[src/rtl/sum_frame_pkg.sv]
// Shared types and helpers for the sum frame accumulator.
// The SUM_FRAME_ACCUM_SAT_EN build option is consumed by sum_frame_acc_core.
package sum_frame_pkg;

  typedef enum logic [0:0] {
    ACCUM = 1'b0,
    FULL  = 1'b1
  } state_e;

  // Width of a beat counter able to hold 0..frame_len.
  function automatic int cnt_width(input int frame_len);
    return $clog2(frame_len + 1);
  endfunction

endpackage

[src/rtl/sum_frame_acc_core.sv]
// Per-frame accumulator: running total, beat count, overflow flag, final-beat detect.
// Define SUM_FRAME_ACCUM_SAT_EN to clamp the total on overflow instead of wrapping.
module sum_frame_acc_core
  import sum_frame_pkg::*;
#(
  parameter int W         = 32,
  parameter int ACC_W     = 40,
  parameter int FRAME_LEN = 8,
  localparam int CNT_W    = cnt_width(FRAME_LEN)
) (
  input  logic             clk,
  input  logic             rst_n,
  input  logic             accept,
  input  logic [W-1:0]     in_data,
  input  logic             in_last,
  output logic             last_beat,
  output logic [ACC_W-1:0] res_total,
  output logic [CNT_W-1:0] res_count,
  output logic             res_ovf
);

  logic [ACC_W-1:0] acc_q, acc_d;
  logic [CNT_W-1:0] cnt_q, cnt_d;
  logic             ovf_q, ovf_d;
  logic [ACC_W:0]   sum_w;

  always_comb begin
    sum_w   = {1'b0, acc_q} + {{(ACC_W + 1 - W){1'b0}}, in_data};
    res_ovf = ovf_q | sum_w[ACC_W];
`ifdef SUM_FRAME_ACCUM_SAT_EN
    // Once the frame has overflowed the total pins at full scale.
    res_total = res_ovf ? {ACC_W{1'b1}} : sum_w[ACC_W-1:0];
`else
    res_total = sum_w[ACC_W-1:0];
`endif
    res_count = cnt_q + CNT_W'(1);
    last_beat = (res_count == CNT_W'(FRAME_LEN)) || in_last;

    acc_d = acc_q;
    cnt_d = cnt_q;
    ovf_d = ovf_q;
    if (accept) begin
      // A final beat clears the frame so the next beat starts fresh without a bubble.
      if (last_beat) begin
        acc_d = '0;
        cnt_d = '0;
        ovf_d = 1'b0;
      end else begin
        acc_d = res_total;
        cnt_d = res_count;
        ovf_d = res_ovf;
      end
    end
  end

  always_ff @(posedge clk) begin
    if (!rst_n) begin
      acc_q <= '0;
      cnt_q <= '0;
      ovf_q <= 1'b0;
    end else begin
      acc_q <= acc_d;
      cnt_q <= cnt_d;
      ovf_q <= ovf_d;
    end
  end

endmodule

[src/rtl/sum_frame_accum.sv]
// Frame accumulator stage: sums beats into per-frame totals behind a 2-deep result buffer.
// Build option SUM_FRAME_ACCUM_SAT_EN selects saturating totals (see sum_frame_acc_core).
module sum_frame_accum
  import sum_frame_pkg::*;
#(
  parameter int W         = 32,
  parameter int ACC_W     = 40,
  parameter int FRAME_LEN = 8,
  localparam int CNT_W    = cnt_width(FRAME_LEN)
) (
  input  logic             clk,
  input  logic             rst_n,
  input  logic             in_valid,
  output logic             in_ready,
  input  logic [W-1:0]     in_data,
  input  logic             in_last,
  output logic             out_valid,
  input  logic             out_ready,
  output logic [ACC_W-1:0] out_total,
  output logic [CNT_W-1:0] out_count,
  output logic             out_ovf
);

  typedef struct packed {
    logic [ACC_W-1:0] total;
    logic [CNT_W-1:0] count;
    logic             ovf;
  } result_t;

  // Handshake: a transfer happens on a clock edge where valid && ready are both high.
  // valid never waits on ready, payload holds while valid && !ready, and in_ready is
  // a flop driven only from state, so out_ready has no combinational path to it.
  state_e  state_q, state_d;
  logic    in_ready_q, in_ready_d;
  result_t out_q, out_d, hold_q, hold_d;
  logic    out_valid_q, out_valid_d;
  logic    hold_valid_q, hold_valid_d;

  logic             accept, out_buf_ready, last_beat;
  logic [ACC_W-1:0] res_total;
  logic [CNT_W-1:0] res_count;
  logic             res_ovf;
  result_t          res;

  assign accept        = in_valid && in_ready_q;
  assign out_buf_ready = !out_valid_q || out_ready;
  assign res           = '{total: res_total, count: res_count, ovf: res_ovf};

  sum_frame_acc_core #(
    .W        (W),
    .ACC_W    (ACC_W),
    .FRAME_LEN(FRAME_LEN)
  ) u_core (
    .clk      (clk),
    .rst_n    (rst_n),
    .accept   (accept),
    .in_data  (in_data),
    .in_last  (in_last),
    .last_beat(last_beat),
    .res_total(res_total),
    .res_count(res_count),
    .res_ovf  (res_ovf)
  );

  always_comb begin
    state_d      = state_q;
    out_d        = out_q;
    out_valid_d  = out_valid_q;
    hold_d       = hold_q;
    hold_valid_d = hold_valid_q;
    if (out_valid_q && out_ready) out_valid_d = 1'b0;
    case (state_q)
      ACCUM: begin
        if (accept && last_beat) begin
          if (out_buf_ready) begin
            out_d       = res;
            out_valid_d = 1'b1;
          end else begin
            hold_d       = res;
            hold_valid_d = 1'b1;
            state_d      = FULL;
          end
        end
      end
      FULL: begin
        if (out_buf_ready) begin
          out_d        = hold_q;
          out_valid_d  = 1'b1;
          hold_valid_d = 1'b0;
          state_d      = ACCUM;
        end
      end
      default: state_d = ACCUM;
    endcase
    in_ready_d = (state_d == ACCUM);
  end

  always_ff @(posedge clk) begin
    if (!rst_n) begin
      state_q      <= ACCUM;
      in_ready_q   <= 1'b1;
      out_q        <= '0;
      out_valid_q  <= 1'b0;
      hold_q       <= '0;
      hold_valid_q <= 1'b0;
    end else begin
      state_q      <= state_d;
      in_ready_q   <= in_ready_d;
      out_q        <= out_d;
      out_valid_q  <= out_valid_d;
      hold_q       <= hold_d;
      hold_valid_q <= hold_valid_d;
    end
  end

  assign in_ready  = in_ready_q;
  assign out_valid = out_valid_q;
  assign out_total = out_q.total;
  assign out_count = out_q.count;
  assign out_ovf   = out_q.ovf;

endmodule
[config.mk]
export PLATFORM = sky130hd
export DESIGN_NAME = sum_frame_accum
export DESIGN_NICKNAME = d
export VERILOG_FILES = /design/src/rtl/sum_frame_pkg.sv /design/src/rtl/sum_frame_acc_core.sv /design/src/rtl/sum_frame_accum.sv
export SDC_FILE = /design/constraint.sdc
export NUM_CORES = 1
export LEC_CHECK = 0
export CAP_MARGIN = 20
export CORE_MARGIN = 2
export CORE_UTILIZATION = 50
export DETAILED_ROUTE_END_ITERATION = 6
export PLACE_DENSITY = 0.71
export SETUP_SLACK_MARGIN = 0.05
export SYNTH_ARGS = -nofsm -noshare
export SYNTH_HDL_FRONTEND = slang
export SYNTH_HIERARCHICAL = 1
export SYNTH_SLANG_ARGS = --single-unit
[constraint.sdc]
create_clock -name clk -period 3.2 [get_ports clk]
set_input_delay 0.64 -clock clk [delete_from_list [all_inputs] [get_ports clk]]
set_output_delay 0.64 -clock clk [all_outputs]
set_load 0.01 [all_outputs]
# Word level (Yosys, flattened, before mapping)
# Cells that the tools add are included.
# totals
register_bits,138
in_bits,37
output_inout_bits,47
# classes
add_sub_neg,2
n_eq_ne,4
mux,14
bitwise,4
n_reduce_logical,8
# ops
op,n
2-to-1 mux 45 bit,3
one-hot mux 45 bit (2 select lines),1
adder 40 x 32 -> 41 bit,1
2-to-1 mux 40 bit,1
2-to-1 mux 1 bit,6
AND reduction 3 bit,2
"adder 4 x 1 -> 4 bit, second input constant",1
"== test 4 bit, second input constant",1
2-to-1 mux 4 bit,1
"inequality test 2 bit, second input constant",2
one-hot mux 1 bit (2 select lines),2
logical AND 1 bit,3
NOT 1 bit,3
logical OR 1 bit,2
"inequality test 2 x 1 -> 1 bit, second input constant",1
logical NOT 1 bit,1
OR 1 bit,1

# Depth between registers and ports, before layout
# logic_depth
ltp_word,7
ltp_mapped,13
ltp_nobuf,12

# Modules after synthesis
# Netlist, hierarchy kept.
# modules_own_cells
mod,n_inst,cells_each,area_each_um2
sum_frame_accum,1,413,4154.0
sum_frame_acc_core,1,436,3497.1

# Worst setup path after synthesis
# Ideal clock, no wire load.
# synth_timing
path_kind,input to register
startpoint,input port in_data[0]
endpoint,"register out_q, in the netlist out_total[28]"
setup_ns,0.116
arrival_time_ns,3.283
slack_ns,-0.199
stages,12
n_path_buf,0
cell_sequence,ha_1 > fa_1 > a211oi_2 > nor3_1 > o31a_1 > or4b_4 > a311oi_2 > o21ai_1 > xor2_1 > mux2i_1 > nand3_1 > o211a_1
# synth_between
elab_chain_cells,4
# synth_rtl
item,line_no,rtl
start: declaration,sum_frame_accum.sv:15,"input logic [W-1:0] in_data,"
adder 40 x 32 -> 41 bit,sum_frame_acc_core.sv:28,"sum_w = {1'b0, acc_q} + {{(ACC_W + 1 - W){1'b0}}, in_data};"
named net res_total[28],sum_frame_accum.sv:40,logic [ACC_W-1:0] res_total;
2-to-1 mux 45 bit,sum_frame_accum.sv:75,if (out_buf_ready) begin
2-to-1 mux 45 bit,sum_frame_accum.sv:74,if (accept && last_beat) begin
one-hot mux 45 bit (2 select lines),sum_frame_accum.sv:72,case (state_q)
end signal: assignment,sum_frame_accum.sv:109,out_q <= out_d;
end: declaration,sum_frame_accum.sv:35,"result_t out_q, out_d, hold_q, hold_d;"
# The timed path passes the listed nets, and every way through them passes these cells. The select of a mux whose other input is x is not followed.
# A chain may end at the register's enable or synchronous reset.

# Worst setup path after layout
# layout_timing
startpoint,input port in_data[1]
endpoint,"register out_q, in the netlist out_total[28]"
# The elaborated chain is that of the path after synthesis.

==> summary.txt <==
Worst R2R Setup Slack - -80 ps
final slew viol count - 0
GRT Overall Usage - 24.5%
Pint - 3.72 mW
Post-Syn Instances - 849
Worst Path Arrival - 3590 ps
Least-Margin Pin Slew - 828 ps
Post-synth top cells - dfxtp_1 (138), nand2_1 (122), mux2i_1 (90), nand3_1 (67), a21oi_1 (54)
Hold Fails Final Rpt - 0
# rows - 45
Final GP Congestion - 0.887
synth top area cells - dfxtp_1 (36%), mux2i_1 (12%), nand2_1 (6.0%), o211a_1 (5.9%), ha_1 (5.4%)
WHS - 456 ps
#FFs+latches synth - 138
asr flop ratio synth - 0%
max cap viols - 0
reg-to-reg startpoint - u_core/acc_q[0]$_SDFFE_PN0P_
Pre-antenna DRT Iters - 5
register area share after synthesis - 36.1%
syn nets - 920
worst clock skew - 9.49 ps
Avg WL per Cell - 16.5 um
Worst setup SP type - input port
Synth Cell Area - 7650 um^2
DIE AREA - 16,300 um^2
met1 Usage GRT - 30.7%
CP max FO - 2
worst skew pair latency - 420 ps
count of cell types in the netlist - 57
ant diodes - 0
die width - 128 um
Setup Viol. Count Final - 5
CP Class - in -> reg
core box area - 15,100 um^2
hpwl dp - 13,400 um
worst endpoint required time - 3510 ps
area share of the largest cell type after synthesis - 36.1%
Vias/cell - 5.60
Ports - 84
Final Critical Period - 3290 ps
Sw Share - 26.1%
vias in the first global route - 6,724
CTS max path bufs - 2
final worst setup slack - -85.5 ps
count leader, synth - dfxtp_1
Final ANT Viol Nets - 0
initial DRC count - 326
CTS Buf Count - 17
Ys Warns - 6
dominant cell type by area after synthesis - dfxtp_1
min-delay src - hold_q[32]$_SDFFE_PN0P_
Clock transition at path regs - 60 ps
clock share of power - 43.0%
M2 GR Usage - 42.6%
Most used DFF post-synth - dfxtp_1
critical path endpoint category - flop
Hold Path End - hold_q[32]$_SDFFE_PN0P_
FMAX - 0.304 GHz
TritonCTS clock tree - done
part of the power in registers - 36.6%
Hold Path Stages - 2
met3 Track Usage GR - 4.84%
fin util - 68.5%
Tcrit/Tclk final - 103%
EDFF count, synth - 0
Remaining DRCs - 0
first-pass GRT wire length - 32,200 um
Hold Path Class - reg -> reg
GRT Residual Overflow - 0
Initial Utilization - 50.7%
layout cells sized above 1 - 20.8%
PD cells - 486 nW/um^2
Comb power frac - 20.3%
H-Tree Depth - 4
Final nets - 1,096
routed via count - 6,854
layer with the highest usage - met2
failing checks - negative setup slack
LEAKAGE - 4.54 nW
die height - 128 um
slew margin rel. - 44.8%
largest net degree at the start of global routing - 104
NetSw - 1.31 mW
CTS Root Cell - clkbuf_16
Tot Pwr - 5.03 mW
outcome - finished with violations
port buffer count - 83
Mapped Avg Cell Area - 9.01 um^2
clock sink count - 138
antenna violations before repair - 0
RSZ-0062 raised after global routing - yes
Peak VDD IR - 0.000367 V
reg-to-reg endpoint - out_total[28]$_SDFFE_PN0P_
area growth from synthesis to layout - 35.2%
final wirelength - 20,200 um
Reg2Reg Depth - 12
-- what timing repair did --
action | 4_1_cts | 5_1_grt
buffers inserted | 4 | 2
hold buffers | 0 | 0
pin swaps | 18 | 16
endpoints found under the hold margin | 0 | 0
setup endpoints to repair | 39 | 48
gates resized for setup | 23 | 46
-- worst max path at each step --
stage          slack [ps]                          to  cells after the start                          from
2_1_floorplan        -100  out_total[28]$_SDFFE_PN0P_                     12                    in_data[0]
3_3_place_gp         -760  out_total[28]$_SDFFE_PN0P_                     13                    in_data[0]
3_5_place_dp         -810  out_total[28]$_SDFFE_PN0P_                     13                    in_data[0]
4_1_cts              -140  out_total[28]$_SDFFE_PN0P_                     12  u_core/acc_q[0]$_SDFFE_PN0P_
5_1_grt              -180  out_total[28]$_SDFFE_PN0P_                     12  u_core/acc_q[0]$_SDFFE_PN0P_
6_report              -90  out_total[28]$_SDFFE_PN0P_                     12                    in_data[1]
-- per-stage QoR --
step	worst slack [ps]	TNS (ps)	instance area [um^2]	instances
after floorplan	-95.1	-95.1	7680	849
after global placement	-764	-25770	9320	1188
after detailed placement	-810	-29540	9320	1188
after CTS	-136	-360	10100	1223
after global routing	-182	-1270	10300	1225
final	-85.5	-150	10300	1225
-- cell usage in the layout (no fill, tap or decap), types with 8 or more instances in the layout --
| master | netlist | routed |
|---|---|---|
| clkbuf_16 | 0 | 17 |
| a21o_1 | 9 | 9 |
| ha_4 | 0 | 12 |
| nor2b_1 | 30 | 30 |
| o211a_1 | 45 | 45 |
| nand2_1 | 122 | 120 |
| clkdlybuf4s50_1 | 0 | 71 |
| nor2_1 | 21 | 21 |
| nand2b_1 | 9 | 9 |
| dfxtp_1 | 138 | 136 |
| nand3_1 | 67 | 63 |
| a22o_1 | 17 | 17 |
| ha_1 | 33 | 21 |
| mux2i_1 | 90 | 89 |
| xnor2_1 | 26 | 22 |
| o21ai_0 | 25 | 19 |
| xor2_1 | 14 | 12 |
| a21oi_1 | 54 | 47 |
| dlymetal6s2s_1 | 0 | 8 |
| buf_4 | 5 | 128 |
-- registers in the layout, indices dropped and copies added, names as in the netlist --
| register | cells |
|---|---|
| u_core/ovf_q | 1 |
| u_core/cnt_q | 4 |
| out_ovf | 1 |
| out_total | 40 |
| out_count | 4 |
| in_ready | 1 |
| hold_q | 45 |
| out_valid | 1 |
| state_q | 1 |
| u_core/acc_q | 40 |
-- kinds of logic after synthesis --
group / after synthesis / synth area share [%]
and+or+nand+nor: 290 / 18.4
AOI/OAI and AO/OA: 195 / 18.5
DFF: 138 / 36.1
muxes: 90 / 11.8
buffers and inverters: 62 / 4.99
xor gates and xnor gates: 40 / 4.58
adders and majority gates: 34 / 5.66
-- worst max-delay path: stages --
cell             delay [ps]
clkdlybuf4s15_1         220
fa_2                    440
a211oi_4                270
nor3_2                   80
o31a_1                  340
or4b_4                  550
a311oi_4                350
o21ai_2                  90
xor2_1                  180
mux2i_1                 160
nand3_1                 100
o211a_1                 150
-- routing by layer --
layer,vias to the layer above,share of wire [%]
li1,3407,-
met1,3288,46
met2,139,49
met3,20,3.5
met4,0,1.4
met5,-,0
-- layout make-up --
type                       count  area, um^2
clock buffer                  19         443
sequential                   138        2770
clock inverter                12         196
fill                        1207        4750
timing repair buffer         212        1830
inverter                       7        26.3
multi-input combinational    649        4850
tap                          188         235
-- power by group through the flow --
stage	Sequential, mW	Combinational [mW]	Clock, mW
after global placement	1.87	0.928	0
final	1.84	1.02	2.16
after floorplan	1.89	0.510	0
after CTS	1.84	0.969	2.18
after detailed placement	1.87	0.938	0
after global routing	1.85	1.11	2.25
(Power assumes the default switching activity.)
